File: src/rtl/sevenseg_scan_capture.sv
// Receive side of a multiplexed four-digit seven-segment bus.
// Each scanned digit must hold still for SETTLE_CYCLES registered samples
// before its pattern is captured, decoded and marked as seen for the frame.
module sevenseg_scan_capture #(
  parameter int SETTLE_CYCLES  = 16,
  parameter int TIMEOUT_CYCLES = 4096
) (
  input  logic       clk,
  input  logic       reset,
  input  logic [6:0] segment_,
  input  logic [3:0] digit_enable_,
  output logic [6:0] digit_0,
  output logic [6:0] digit_1,
  output logic [6:0] digit_2,
  output logic [6:0] digit_3,
  output logic [3:0] value_0,
  output logic [3:0] value_1,
  output logic [3:0] value_2,
  output logic [3:0] value_3,
  output logic [3:0] valid,
  output logic       frame_done,
  output logic       collision_err,
  output logic       stale
);

  typedef enum logic [1:0] {
    ST_IDLE     = 2'd0,
    ST_SETTLE   = 2'd1,
    ST_CAPTURED = 2'd2,
    ST_COLLIDE  = 2'd3
  } state_e;

  typedef enum logic [1:0] {
    EN_NONE   = 2'd0,
    EN_SINGLE = 2'd1,
    EN_MULTI  = 2'd2
  } en_class_e;

  // Classify the active-low enable sample by how many digits are selected.
  function automatic en_class_e classify(input logic [3:0] en);
    en_class_e cls;
    case (en)
      4'b1111:                            cls = EN_NONE;
      4'b1110, 4'b1101, 4'b1011, 4'b0111: cls = EN_SINGLE;
      default:                            cls = EN_MULTI;
    endcase
    return cls;
  endfunction

  // digit_0 is driven by enable bit 3, digit_3 by enable bit 0.
  function automatic logic [1:0] en_to_idx(input logic [3:0] en);
    logic [1:0] idx;
    case (en)
      4'b0111: idx = 2'd0;
      4'b1011: idx = 2'd1;
      4'b1101: idx = 2'd2;
      4'b1110: idx = 2'd3;
      default: idx = 2'd0;
    endcase
    return idx;
  endfunction

  // Returns {valid, value}; anything outside the sixteen glyphs is invalid.
  function automatic logic [4:0] decode(input logic [6:0] pat);
    logic [4:0] res;
    case (pat)
      7'h3F:   res = {1'b1, 4'h0};
      7'h06:   res = {1'b1, 4'h1};
      7'h5B:   res = {1'b1, 4'h2};
      7'h4F:   res = {1'b1, 4'h3};
      7'h66:   res = {1'b1, 4'h4};
      7'h6D:   res = {1'b1, 4'h5};
      7'h7D:   res = {1'b1, 4'h6};
      7'h07:   res = {1'b1, 4'h7};
      7'h7F:   res = {1'b1, 4'h8};
      7'h6F:   res = {1'b1, 4'h9};
      7'h77:   res = {1'b1, 4'hA};
      7'h7C:   res = {1'b1, 4'hB};
      7'h39:   res = {1'b1, 4'hC};
      7'h5E:   res = {1'b1, 4'hD};
      7'h79:   res = {1'b1, 4'hE};
      7'h71:   res = {1'b1, 4'hF};
      default: res = {1'b0, 4'h0};
    endcase
    return res;
  endfunction

  localparam logic [7:0]  SETTLE_LAST  = 8'(SETTLE_CYCLES - 1);
  localparam logic [7:0]  SETTLE_FULL  = 8'(SETTLE_CYCLES);
  localparam logic [15:0] TIMEOUT_LAST = 16'(TIMEOUT_CYCLES - 1);
  localparam logic [15:0] TIMEOUT_FULL = 16'(TIMEOUT_CYCLES);

  // Input stage and FSM state.
  logic [6:0]       seg_q;
  logic [3:0]       en_q;
  state_e           state_q,      state_d;
  logic [3:0]       en_lat_q,     en_lat_d;
  logic [6:0]       seg_lat_q,    seg_lat_d;
  logic [7:0]       stable_ctr_q, stable_ctr_d;
  logic             capture_s;
  en_class_e        en_class_s;

  // Captured content and status.
  logic [3:0][6:0]  digit_q,      digit_d;
  logic [3:0][3:0]  value_q,      value_d;
  logic [3:0]       valid_q,      valid_d;
  logic [3:0]       seen_q,       seen_d;
  logic [15:0]      timeout_q,    timeout_d;
  logic             frame_q,      frame_d;
  logic             coll_q,       coll_d;
  logic             stale_q,      stale_d;

  logic [1:0]       cap_idx_s;
  logic [6:0]       cap_pat_s;
  logic [4:0]       cap_dec_s;
  logic [3:0]       seen_or_s;

  assign en_class_s = classify(en_q);
  assign cap_idx_s  = en_to_idx(en_lat_q);
  assign cap_pat_s  = ~seg_lat_q;
  assign cap_dec_s  = decode(cap_pat_s);

  // Register the raw bus once; everything downstream sees only these copies.
  always_ff @(posedge clk or posedge reset) begin
    if (reset) begin
      seg_q <= 7'h7F;
      en_q  <= 4'hF;
    end else begin
      seg_q <= segment_;
      en_q  <= digit_enable_;
    end
  end

  // Next-state logic: track one enable window and count stable samples.
  always_comb begin
    state_d      = state_q;
    en_lat_d     = en_lat_q;
    seg_lat_d    = seg_lat_q;
    stable_ctr_d = stable_ctr_q;
    capture_s    = 1'b0;
    case (state_q)
      ST_IDLE: begin
        if (en_class_s == EN_MULTI) begin
          state_d = ST_COLLIDE;
        end else if (en_class_s == EN_SINGLE) begin
          en_lat_d     = en_q;
          seg_lat_d    = seg_q;
          stable_ctr_d = 8'd1;
          state_d      = ST_SETTLE;
        end else begin
          state_d = ST_IDLE;
        end
      end
      ST_SETTLE: begin
        if (en_class_s == EN_MULTI) begin
          state_d      = ST_COLLIDE;
          stable_ctr_d = 8'd0;
        end else if (en_q != en_lat_q) begin
          state_d      = ST_IDLE;
          stable_ctr_d = 8'd0;
        end else if (seg_q != seg_lat_q) begin
          seg_lat_d    = seg_q;
          stable_ctr_d = 8'd1;
        end else if (stable_ctr_q == SETTLE_LAST) begin
          stable_ctr_d = SETTLE_FULL;
          capture_s    = 1'b1;
          state_d      = ST_CAPTURED;
        end else begin
          stable_ctr_d = stable_ctr_q + 8'd1;
        end
      end
      ST_CAPTURED: begin
        // One capture per enable window; later segment changes are ignored.
        if (en_class_s == EN_MULTI) begin
          state_d      = ST_COLLIDE;
          stable_ctr_d = 8'd0;
        end else if (en_q != en_lat_q) begin
          state_d      = ST_IDLE;
          stable_ctr_d = 8'd0;
        end else begin
          state_d = ST_CAPTURED;
        end
      end
      ST_COLLIDE: begin
        if (en_class_s != EN_MULTI) begin
          state_d = ST_IDLE;
        end else begin
          state_d = ST_COLLIDE;
        end
      end
      default: begin
        state_d      = ST_IDLE;
        stable_ctr_d = 8'd0;
      end
    endcase
  end

  // Datapath: load captured digit, track the frame and age out stale content.
  always_comb begin
    digit_d   = digit_q;
    value_d   = value_q;
    valid_d   = valid_q;
    seen_d    = seen_q;
    timeout_d = timeout_q;
    stale_d   = stale_q;
    frame_d   = 1'b0;
    coll_d    = (state_d == ST_COLLIDE) && (state_q != ST_COLLIDE);
    seen_or_s = seen_q | (4'b0001 << cap_idx_s);
    if (capture_s) begin
      // A capture wins over a timeout falling on the same edge.
      digit_d[cap_idx_s] = cap_pat_s;
      value_d[cap_idx_s] = cap_dec_s[3:0];
      valid_d[cap_idx_s] = cap_dec_s[4];
      timeout_d          = 16'd0;
      stale_d            = 1'b0;
      if (seen_or_s == 4'b1111) begin
        frame_d = 1'b1;
        seen_d  = 4'b0000;
      end else begin
        seen_d = seen_or_s;
      end
    end else if (timeout_q == TIMEOUT_FULL) begin
      timeout_d = TIMEOUT_FULL;
    end else if (timeout_q == TIMEOUT_LAST) begin
      timeout_d = TIMEOUT_FULL;
      stale_d   = 1'b1;
      digit_d   = '0;
      value_d   = '0;
      valid_d   = 4'b0000;
      seen_d    = 4'b0000;
    end else begin
      timeout_d = timeout_q + 16'd1;
    end
  end

  // State and output registers.
  always_ff @(posedge clk or posedge reset) begin
    if (reset) begin
      state_q      <= ST_IDLE;
      en_lat_q     <= 4'hF;
      seg_lat_q    <= 7'h7F;
      stable_ctr_q <= 8'd0;
      digit_q      <= '0;
      value_q      <= '0;
      valid_q      <= 4'b0000;
      seen_q       <= 4'b0000;
      timeout_q    <= 16'd0;
      frame_q      <= 1'b0;
      coll_q       <= 1'b0;
      stale_q      <= 1'b1;
    end else begin
      state_q      <= state_d;
      en_lat_q     <= en_lat_d;
      seg_lat_q    <= seg_lat_d;
      stable_ctr_q <= stable_ctr_d;
      digit_q      <= digit_d;
      value_q      <= value_d;
      valid_q      <= valid_d;
      seen_q       <= seen_d;
      timeout_q    <= timeout_d;
      frame_q      <= frame_d;
      coll_q       <= coll_d;
      stale_q      <= stale_d;
    end
  end

  assign digit_0       = digit_q[0];
  assign digit_1       = digit_q[1];
  assign digit_2       = digit_q[2];
  assign digit_3       = digit_q[3];
  assign value_0       = value_q[0];
  assign value_1       = value_q[1];
  assign value_2       = value_q[2];
  assign value_3       = value_q[3];
  assign valid         = valid_q;
  assign frame_done    = frame_q;
  assign collision_err = coll_q;
  assign stale         = stale_q;

endmodule

File: config.mk
export PLATFORM = sky130hd
export DESIGN_NAME = sevenseg_scan_capture
export DESIGN_NICKNAME = d
export VERILOG_FILES = /design/src/rtl/sevenseg_scan_capture.sv
export SDC_FILE = /design/constraint.sdc
export NUM_CORES = 1
export LEC_CHECK = 0
export BUFFER_PORTS_ARGS = -buffer_cell sky130_fd_sc_hd__buf_2
export CAP_MARGIN = 20
export CORE_UTILIZATION = 45
export CTS_CLUSTER_DIAMETER = 120
export DETAILED_ROUTE_END_ITERATION = 10
export GPL_ROUTABILITY_DRIVEN = 0
export PLACE_DENSITY = 0.67
export SYNTH_ARGS = -nofsm -noshare
export SYNTH_HDL_FRONTEND = slang
export SYNTH_SLANG_ARGS = --single-unit
export TNS_END_PERCENT = 50
File: constraint.sdc
create_clock -name clk -period 2.9 [get_ports clk]
set_input_delay 0.145 -clock clk [delete_from_list [all_inputs] [get_ports clk]]
set_output_delay 0.145 -clock clk [all_outputs]
set_load 0.02 [all_outputs]
==> summary.md <==
| Metric | Value |
|---|---|
| Status | complete, no violations |
| Combinational share of power | 26.7% |
| CP Cell Sequence | xnor2_1 > nand4_1 > nor3_2 > nand2_2 > a21oi_2 > a22o_1 |
| Input/output buffers | 63 |
| Element type at the critical path start | flop |
| Final core utilization | 53.59% |
| Fill cells | 891 |
| Leakage | 2.569 nW |
| Max Cap Viol | 0 |
| CTS resizes | 0 |
| Clock power share | 22.4% |
| EDFF count, synth | 0 |
| Synth warn | 0 |
| Max Fclk | 382.7 MHz |
| Total global-route track usage | 19.99% |
| Chip height | 105.3 microns |
| R2R Setup Slk | 0.29 ns |
| Largest net degree at the start of global routing | 91 |
| Max-slew violations | 0 |
| Die area | 11,090 sq um |
| Endpoint class of the critical path | flop |
| Crit path kind | flop to flop |
| Worst hold path class | input pin to async pin |
| Congestion Overflow GR | 0 |
| NetSw | 1.324 mW |
| Actual slew at the worst max-slew pin | 0.6623 ns |
| Remaining DRCs | 0 |
| Worst vdd ir | 320.5 uV |
| Routed vias | 3,628 |
| Initial cell density of the core | 46.52% |
| Ys flop type | dfrtp_1 |
| Fin. Hold Viols | 0 |
| Inst Count DP | 605 |
| Post-synth ARST share | 100.0% |
| Fraction of layout cells with a size suffix above 1 | 25.90% |
| Most common cell after layout, fill and taps aside | dfrtp_1 |
| CP max-delay cell | dfstp_2 |
| Crit Path Max Fanout | 17 |
| Post-DP HPWL | 7.274 mm |
| Final wirelength | 10.45 mm |
| Max Root-Sink Buffers | 2 |
| Fin cells | 634 |
| Worst-path clk slew | 0.09 ns |
| Core region area | 10,320 sq um |
| Leading area contributor after synthesis | dfrtp_1 |
| Avg WL per Cell | 16.48 microns |
| Avg Synthesized Cell Area | 11.33 sq um |
| Area contributors post-synth | dfrtp_1 (42%), dfstp_2 (13%), o2bb2ai_1 (6.7%) |
| DR pass1 iterations | 4 |
| Yosys top cell area share | 41.69% |
| H-Tree Depth | 3 |
| Clock Sinks | 103 |
| Netlist Area Pre-Place | 4802 sq um |
| Post-route ant nets | 0 |
| Register area share after synthesis | 54.27% |
| Period minus WS final | 2.613 ns |
| CTS Root Cell | clkbuf_8 |
| Area grow syn2layout | 15.22% |
| Final setup violation count | 0 |
| Slew margin rel. | 55.85% |
| ANT cells | 0 |
| Power per cell area | 693.9 nW/um^2 |
| Cell variety after synth | 60 |
| Die X | 105.3 microns |
| Critical path required time | 3.20 ns |
| Number of global-route vias before repair | 3,455 |
| Fin crit share | 90.11% |
| Row cnt | 37 |
| Initial antenna violation count | 0 |
| CTS tree | built |
| RSZ-0062 raised after global routing | no |
| I/O pin cnt | 64 |
| Iter 0 DRT Violations | 239 |
| Worst-Skew Late Latency | 0.36 ns |
| Max incr delay on CP | 0.74 ns |
| DP Area | 5202 sq um |
| Arr. time, crit path | 2.92 ns |
| Setup Skew | 0.01314 ns |
| Design area | 5533 sq um |
| Synth Register Bits | 103 |
| Mapped Cells | 424 |
| Global-route wire length before repair | 17.55 mm |
| WHS | 0.2724 ns |
| Most frequent cells in the layout | dfrtp_1 (80), buf_2 (63), nor2_1 (39) |
| CTS buffer count | 9 |
| Vias/cell | 5.722 |
| Internal power | 2.515 mW |
| Sequential power share | 51.0% |
| Sw Share | 34.49% |
| Final setup TNS | 0 ns |
| Final nets | 513 |
| Mapped Nets | 444 |
## path summary, 6_finish.rpt
path / from / end / depth (start not counted)
min in group clk: segment_[5] / seg_q[5] / 2
worst min register to register: value_0[2] / value_0[2] / 1
max in group asynchronous: reset / en_lat_q[1] / 5
worst max register to register: seg_lat_q[0] / value_3[3] / 6
worst max-delay path: seg_lat_q[0] / value_3[3] / 6
worst min-delay path: reset / value_0[1] / 3
## registers in the layout (all words and copies together), names as in the netlist
name / count
value_1: 4
digit_2: 7
frame_done: 1
seg_q: 7
value_2: 4
state_q: 2
en_q: 4
seg_lat_q: 7
digit_1: 7
value_0: 4
stable_ctr_q: 8
en_lat_q: 4
stale: 1
digit_3: 7
timeout_q: 16
collision_err: 1
value_3: 4
valid: 4
digit_0: 7
seen_q: 4
## cells in the mapped netlist, drive strengths merged, types with 2 or more instances
cell	instances
nand2	22
a22o	13
nand2b	5
dfstp	23
o211ai	2
nand4	7
xnor2	15
o22ai	3
o21ai	11
mux2	11
nand3	16
ha	7
xor2	18
a31oi	2
nor2	40
nor3b	2
o2bb2ai	37
buf	15
a211oi	2
mux2i	2
a21oi	12
and3	10
o221ai	2
a21o	2
and4	4
nand4b	2
inv	9
a21boi	3
and2	5
and4b	3
clkbuf	8
dfrtp	80
or3	2
nor3	9
nor4	7
## area by class of cell
type	count	area, sq um	share of cell area, %
inverters	9	36.28	0.6558
flip-flops and latches	103	2606	47.11
clock inverters	3	43.79	0.7915
repair buffers	81	500.5	9.046
well taps	136	170.2	3.076
multi-input cells	289	2037	36.82
clock buffers	13	138.9	2.510
## cells by family after synthesis
kind of cell	share of synthesized area [%]
AOI/OAI and AO/OA	16.34
xor gates and xnor gates	6.019
buffers and inverters	3.309
adders and majority gates	1.824
DFF	54.27
muxes	2.996
and+or+nand+nor	15.24
## per-stage QoR
stage	power (mW)	worst slack, ns
6_report	3.839	0.2867
5_1_grt	4.071	0.05104
4_1_cts	3.858	0.2645
3_5_place_dp	2.978	0.2883
3_3_place_gp	2.937	0.3800
2_1_floorplan	2.706	0.08923
## layer usage
metal	wire length, microns	share of wire, %	track usage (%)	vias up
met1	4771	46	27.22	1815
met4	83	0.79	6.338	0
met2	5201	50	32.28	107
met5	0	0	0	-
li1	-	-	-	1696
met3	392	3.8	3.772	10
## what timing repair did
action,4_1_cts,5_1_grt
hold endpoints to repair,11,16
buffers inserted,0,0
hold buffers,11,1
## critical path, delay by kind of cell, from the launching register on
kind	cells	cell delay, ns
simple gates	3	0.83
compound gates	2	0.82
flops	1	0.74
xor+xnor	1	0.17
## power by group through the flow
| stage | clock network (mW) | logic [mW] | registers, mW |
|---|---|---|---|
| 2_1_floorplan | 0 | 0.975 | 1.73 |
| 4_1_cts | 0.885 | 1.02 | 1.95 |
| 6_report | 0.860 | 1.02 | 1.96 |
| 3_3_place_gp | 0 | 0.975 | 1.96 |
| 3_5_place_dp | 0 | 1.00 | 1.97 |
| 5_1_grt | 0.949 | 1.12 | 2.00 |
No activity file was read; power rests on OpenSTA's default activity.
